==> src/rtl/if_id_pipe_ctrl.sv <==
// Fetch-side PC and IF/ID register controller applying hazard-unit Stall/Flush decisions.
// Optional hazard statistics counters enabled by IF_ID_PERF_COUNTERS_EN.
module if_id_pipe_ctrl #(
   parameter logic [31:0] RESET_PC  = 32'h0040_0000,
   parameter logic [31:0] NOP_INSTR = 32'h0000_0000
) (
   input  logic        clk,
   input  logic        reset,
   input  logic        Stall,
   input  logic        Flush,
   input  logic [31:0] BranchTarget,
   input  logic [31:0] Instruction,
   output logic [31:0] PC,
   output logic [31:0] IF_ID_Instruction,
   output logic [31:0] IF_ID_PCPlus4,
   output logic        IF_ID_Valid,
   output logic [1:0]  CtrlState,
   output logic [31:0] StallCycles,
   output logic [31:0] FlushCount
);

   typedef enum logic [1:0] {
      StRun    = 2'd0,
      StHold   = 2'd1,
      StSquash = 2'd2
   } ctrl_state_e;

   ctrl_state_e state;
   logic [31:0] pc_plus4;
   logic        unused_bt_low;

   // Redirects are word-aligned; the low target bits never reach PC.
   assign unused_bt_low = ^BranchTarget[1:0];
   assign pc_plus4      = PC + 32'd4;
   assign CtrlState     = state;

   // Flush is active-low and outranks Stall.
   always_ff @(posedge clk or posedge reset) begin
      if (reset) begin
         PC                <= RESET_PC;
         IF_ID_Instruction <= NOP_INSTR;
         IF_ID_PCPlus4     <= 32'd0;
         IF_ID_Valid       <= 1'b0;
         state             <= StRun;
      end else if (!Flush) begin
         PC                <= {BranchTarget[31:2], 2'b00};
         IF_ID_Instruction <= NOP_INSTR;
         IF_ID_PCPlus4     <= 32'd0;
         IF_ID_Valid       <= 1'b0;
         state             <= StSquash;
      end else if (Stall) begin
         state <= StHold;
      end else begin
         PC                <= pc_plus4;
         IF_ID_Instruction <= Instruction;
         IF_ID_PCPlus4     <= pc_plus4;
         IF_ID_Valid       <= 1'b1;
         state             <= StRun;
      end
   end

`ifdef IF_ID_PERF_COUNTERS_EN
   always_ff @(posedge clk or posedge reset) begin
      if (reset) begin
         StallCycles <= 32'd0;
         FlushCount  <= 32'd0;
      end else if (!Flush) begin
         if (FlushCount != 32'hFFFF_FFFF) FlushCount <= FlushCount + 32'd1;
      end else if (Stall) begin
         if (StallCycles != 32'hFFFF_FFFF) StallCycles <= StallCycles + 32'd1;
      end
   end
`else
   assign StallCycles = 32'd0;
   assign FlushCount  = 32'd0;
`endif

endmodule

==> config.mk <==
export PLATFORM = sky130hd
export DESIGN_NAME = if_id_pipe_ctrl
export DESIGN_NICKNAME = d
export VERILOG_FILES = /design/src/rtl/if_id_pipe_ctrl.sv
export SDC_FILE = /design/constraint.sdc
export NUM_CORES = 1
export LEC_CHECK = 0
export ABC_AREA = 1
export BUFFER_PORTS_ARGS = -buffer_cell sky130_fd_sc_hd__buf_2
export CAP_MARGIN = 25
export CORE_ASPECT_RATIO = 0.9
export CORE_MARGIN = 2
export CORE_UTILIZATION = 42
export CTS_CLUSTER_SIZE = 28
export DETAILED_ROUTE_END_ITERATION = 10
export HOLD_SLACK_MARGIN = 0.06
export PLACE_DENSITY = 0.87
export SYNTH_ARGS = -nofsm -noshare
export SYNTH_HDL_FRONTEND = slang
export SYNTH_SLANG_ARGS = --single-unit
==> constraint.sdc <==
create_clock -name clk -period 2.62 [get_ports clk]
set_input_delay 0.262 -clock clk [delete_from_list [all_inputs] [get_ports clk]]
set_output_delay 0.262 -clock clk [all_outputs]
set_load 0.005 [all_outputs]
# After elaboration in Yosys (flattened, before gate mapping)
# Index checks and enable logic that the tools add are counted.
# W data, S select, Z words.
# totals
ff_bits	99
out_inout_bits	163
# op_classes
add_sub_neg	1
eq_ne	1
n_mux	9
# ops
op	n
$mux W32	5
$add A32 B3 Y32 const B	1
$mux W1	3
$mux W2	1
$ne A2 B2 Y1 const B	1

# Longest topological paths before layout
# depth
word_depth	3
mapped_depth	9
mapped_depth_nobuf	9

# Least setup slack after synthesis
# No wires, ideal clock.
# synth_timing
path_type	reg2reg
start	register PC[3]
end	register IF_ID_PCPlus4[22]
setup_time_ps	119
t_arrival_ps	1242
required_time_ps	2501
setup_slack_ps	1258
stages_incl_launch_ff	9
synth_period_minus_slack_ps	1362
cell_sequence	dfrtp_1 > ha_1 > nand2_1 > nor2_2 > nand2_4 > nor2_4 > nand3_1 > nand3_1 > nand2_1
# synth_between
elab_chain_cells	3
# synth_rtl
element	line_no	source
start: declaration	13	output logic [31:0] PC,
start signal: assignment	46	PC <= {BranchTarget[31:2], 2'b00};
start signal: assignment	54	PC <= pc_plus4;
$add A32 B3 Y32	34	assign pc_plus4 = PC + 32'd4;
$mux W32	51	end else if (Stall) begin
$mux W32	45	end else if (!Flush) begin
end signal: assignment	56	IF_ID_PCPlus4 <= pc_plus4;
end: declaration	15	output logic [31:0] IF_ID_PCPlus4,
# Every way passes these cells. The select of a mux whose other input is x is not followed.
# A chain may end at the register's enable or synchronous reset.

# Final worst setup path
# layout_timing
start	register PC[3]
end	register PC[24]
# layout_between
elab_chain_cells	3
# layout_rtl
element	line_no
$add A32 B3 Y32	34
$mux W32	51
$mux W32	45
# Every way passes these cells. The select of a mux whose other input is x is not followed.

==> results.py <==
metrics = {
    "final_layout": {
        "antenna_cells": 0,
        "area_growth_pct": 21.7,
        "final_common_cell": "nand2_1",
        "fill_cells": 1065,
        "final_cell_mix": "194 x nand2_1, 160 x buf_2, 94 x dfrtp_1, 68 x conb_1, 51 x nand3_1",
        "drive_gt1_share_pct": 27.1,
        "seqCellArea_um2": 2380,
        "multi_input_area_um2": 2010,
        "final_nets": 814,
    },
    "sta": {
        "rsz0062_at_grt": "false",
        "clock_skew_ns": 0.00796,
        "post-route-period-util_pct": 60.9,
        "setup_viol": 0,
        "worst_pin_slew_ns": 0.534,
        "max_freq_mhz": 626,
        "setup_ws_ns": 1.02,
        "finalHoldViolCount": 0,
        "relSlewSlack_pct": 64.4,
        "fin_tns_setup_ns": 0,
        "finalMaxSlewViolations": 0,
        "period_needed_ns": 1.60,
    },
    "placement": {
        "place_ws_ns": 1.04,
        "gp_congestion": 0.852,
        "hpwlAfterDp_mm": 8.85,
        "io_buffer_count": 160,
    },
    "clocking": {
        "cts_setup_buffers": 0,
        "path_clk_slew_ns": 0.07,
        "cts_tree": "built",
        "cts_sinks": 95,
        "worstSkewPairLatency_ns": 0.34,
        "cts.path.max_buffers": 2,
        "cts_max_level": 3,
        "root_buffer": "clkbuf_16",
        "cts_buffers": 9,
        "cts-resized-gates": 0,
        "ctsHoldBuffers": 0,
    },
    "floorplan": {
        "start_util_pct": 42.8,
        "boundaryPins": 231,
        "die_height_um": 106,
        "die_area_um2": 12500,
        "core-area_um2": 11400,
        "num_rows": 37,
        "die_x_um": 118,
    },
    "setup_path": {
        "cp-end-kind": "flop",
        "endpoint": "PC[24]$_DFFE_PP0N_",
        "critPathMaxFanout": 4,
        "cp_data_required_time_ns": 2.89,
        "critPathArrivalTime_ns": 1.87,
        "r2r_start": "PC[3]$_DFFE_PP0N_",
        "r2r_slack_ns": 1.02,
        "crit_start": "PC[3]$_DFFE_PP0N_",
        "critical_path_class": "reg -> reg",
        "reg2reg_to": "PC[24]$_DFFE_PP0N_",
        "reg2reg_depth": 9,
        "critPathLaunchType": "flop",
    },
    "status": {
        "status": "finished, final reports clean",
    },
    "route": {
        "drt_iter0_markers": 252,
        "drc_errors": 0,
        "wl_per_cell_um": 13.6,
        "ant_nets": 0,
        "routed_wl_mm": 12.3,
        "drtPass1Iterations": 5,
        "viasPerCell": 4.65,
        "num_vias": 4214,
    },
    "logic_synthesis": {
        "synth_compound_area_share_pct": 9.90,
        "yosysWarnings": 0,
        "synth_seq_cells": 95,
        "synth_area_um2": 4880,
        "synth_xor_area_share_pct": 0,
        "ys_types": 23,
        "synth_mux_area_share_pct": 0,
        "seq_area_frac_synth_pct": 48.7,
        "synth_top_family_by_area": "simple AND/OR/NAND/NOR gates",
        "synth_fa_ha_area_share_pct": 0.256,
        "synthCells": 586,
        "synth-simple-area-share_pct": 25.7,
        "syn_area_per_cell_um2": 8.33,
    },
    "grt": {
        "antenna_found_initial": 0,
        "grt_max_degree": 96,
        "grt_usage_pct": 20.0,
        "grt_pass1_wl_mm": 20.0,
        "grt-ovfl-total": 0,
        "grt_pass1_vias": 4055,
    },
    "power": {
        "vdd_drop_max_mv": 0.327,
        "p_leak_nw": 3.38,
        "power.density_nw_per_um2": 604,
    },
    "worst_hold_path": {
        "hold_class": "in -> async",
    },
    "job": {
        "cap_violations": 0,
    },
}
worst min-delay path by stage:
stage	end	depth (start not counted)
CTS	IF_ID_Instruction[18]$_DFFE_PP0N_	3
global route	IF_ID_Instruction[15]$_DFFE_PP0N_	3
global placement	IF_ID_Instruction[24]$_DFFE_PP0N_	3
detailed placement	IF_ID_Instruction[18]$_DFFE_PP0N_	3
floorplan	IF_ID_Instruction[0]$_DFFE_PP0N_	1
finish	IF_ID_Instruction[18]$_DFFE_PP0N_	3
Yosys cell counts:
master | number | area [um^2]
nor3_1 | 1 | 5.00
a21oi_1 | 5 | 25.0
dfrtp_1 | 94 | 2350
buf_2 | 8 | 40.0
a22o_1 | 32 | 280
and2_1 | 3 | 18.8
clkbuf_1 | 10 | 37.5
nor2_2 | 5 | 31.3
nand2_2 | 3 | 18.8
nor2_4 | 6 | 67.6
nor2_1 | 29 | 109
o21ai_0 | 19 | 95.1
o21bai_1 | 8 | 60.1
dfstp_2 | 1 | 26.3
clkinv_1 | 1 | 3.75
nand3_1 | 51 | 255
ha_1 | 1 | 12.5
conb_1 | 1 | 3.75
o211ai_1 | 3 | 22.5
inv_1 | 41 | 154
nand2_4 | 2 | 22.5
buf_4 | 68 | 510
nand2_1 | 194 | 728
critical path: stages, from the launching register on:
cell and delay, ns:
dfrtp_1 0.38, ha_1 0.18, nand2_1 0.10, inv_1 0.12
nand3_1 0.18, nor2_1 0.23, nand2_1 0.08, nand2_1 0.07
nand3_1 0.10, nand2_1 0.09
power by group:
part / leakage [nW] / total, mW / switching (mW) / internal, mW
combinational: 1.99 / 0.501 / 0.296 / 0.205
clock: 0.160 / 1.41 / 0.567 / 0.840
sequential: 1.23 / 1.68 / 0.103 / 1.58
metal layers:
layer  up-vias  share of wire [%]  GRT usage (%)
li1       2061                  -              -
met1      1925                 45           28.1
met2       210                 45           30.6
met3        18                8.5           3.49
met4         0                2.0           8.18
met5         -                  0              0
logic make-up after synthesis:
logic type | count (synthesis)
flip-flops | 95
AND/OR/NAND/NOR | 294
other | 1
AO/OA/AOI/OAI | 67
buffers and inverters | 128
adder cells (fa/ha/maj) | 1
cell type report:
class / count / share of cell area [%]
Clock buffer: 9 / 3.79
Clock inverter: 7 / 1.62
Inverter: 42 / 2.72
Multi-Input combinational cell: 430 / 33.9
Sequential cell: 95 / 40.1
Tap cell: 156 / 3.29
Timing Repair Buffer: 167 / 14.6
registers in the layout, summed over array words and instances, names as in the netlist:
name	flops
IF_ID_Valid	1
CtrlState	2
PC	30
IF_ID_Instruction	32
IF_ID_PCPlus4	30
metrics by stage:
step                      total power, mW  util, %  area (um^2)  cells  hold slack [ns]
after floorplan                      2.03        -         5130    653            0.390
after global placement               2.19     49.3         5620    890            0.441
after detailed placement             2.21     49.3         5620    890            0.449
after CTS                            3.62     52.1         5940    906           0.0820
after global routing                 3.76     52.1         5940    906            0.111
final                                3.59     52.1         5940    906           0.0675
No activity file was read; power rests on OpenSTA's default activity.
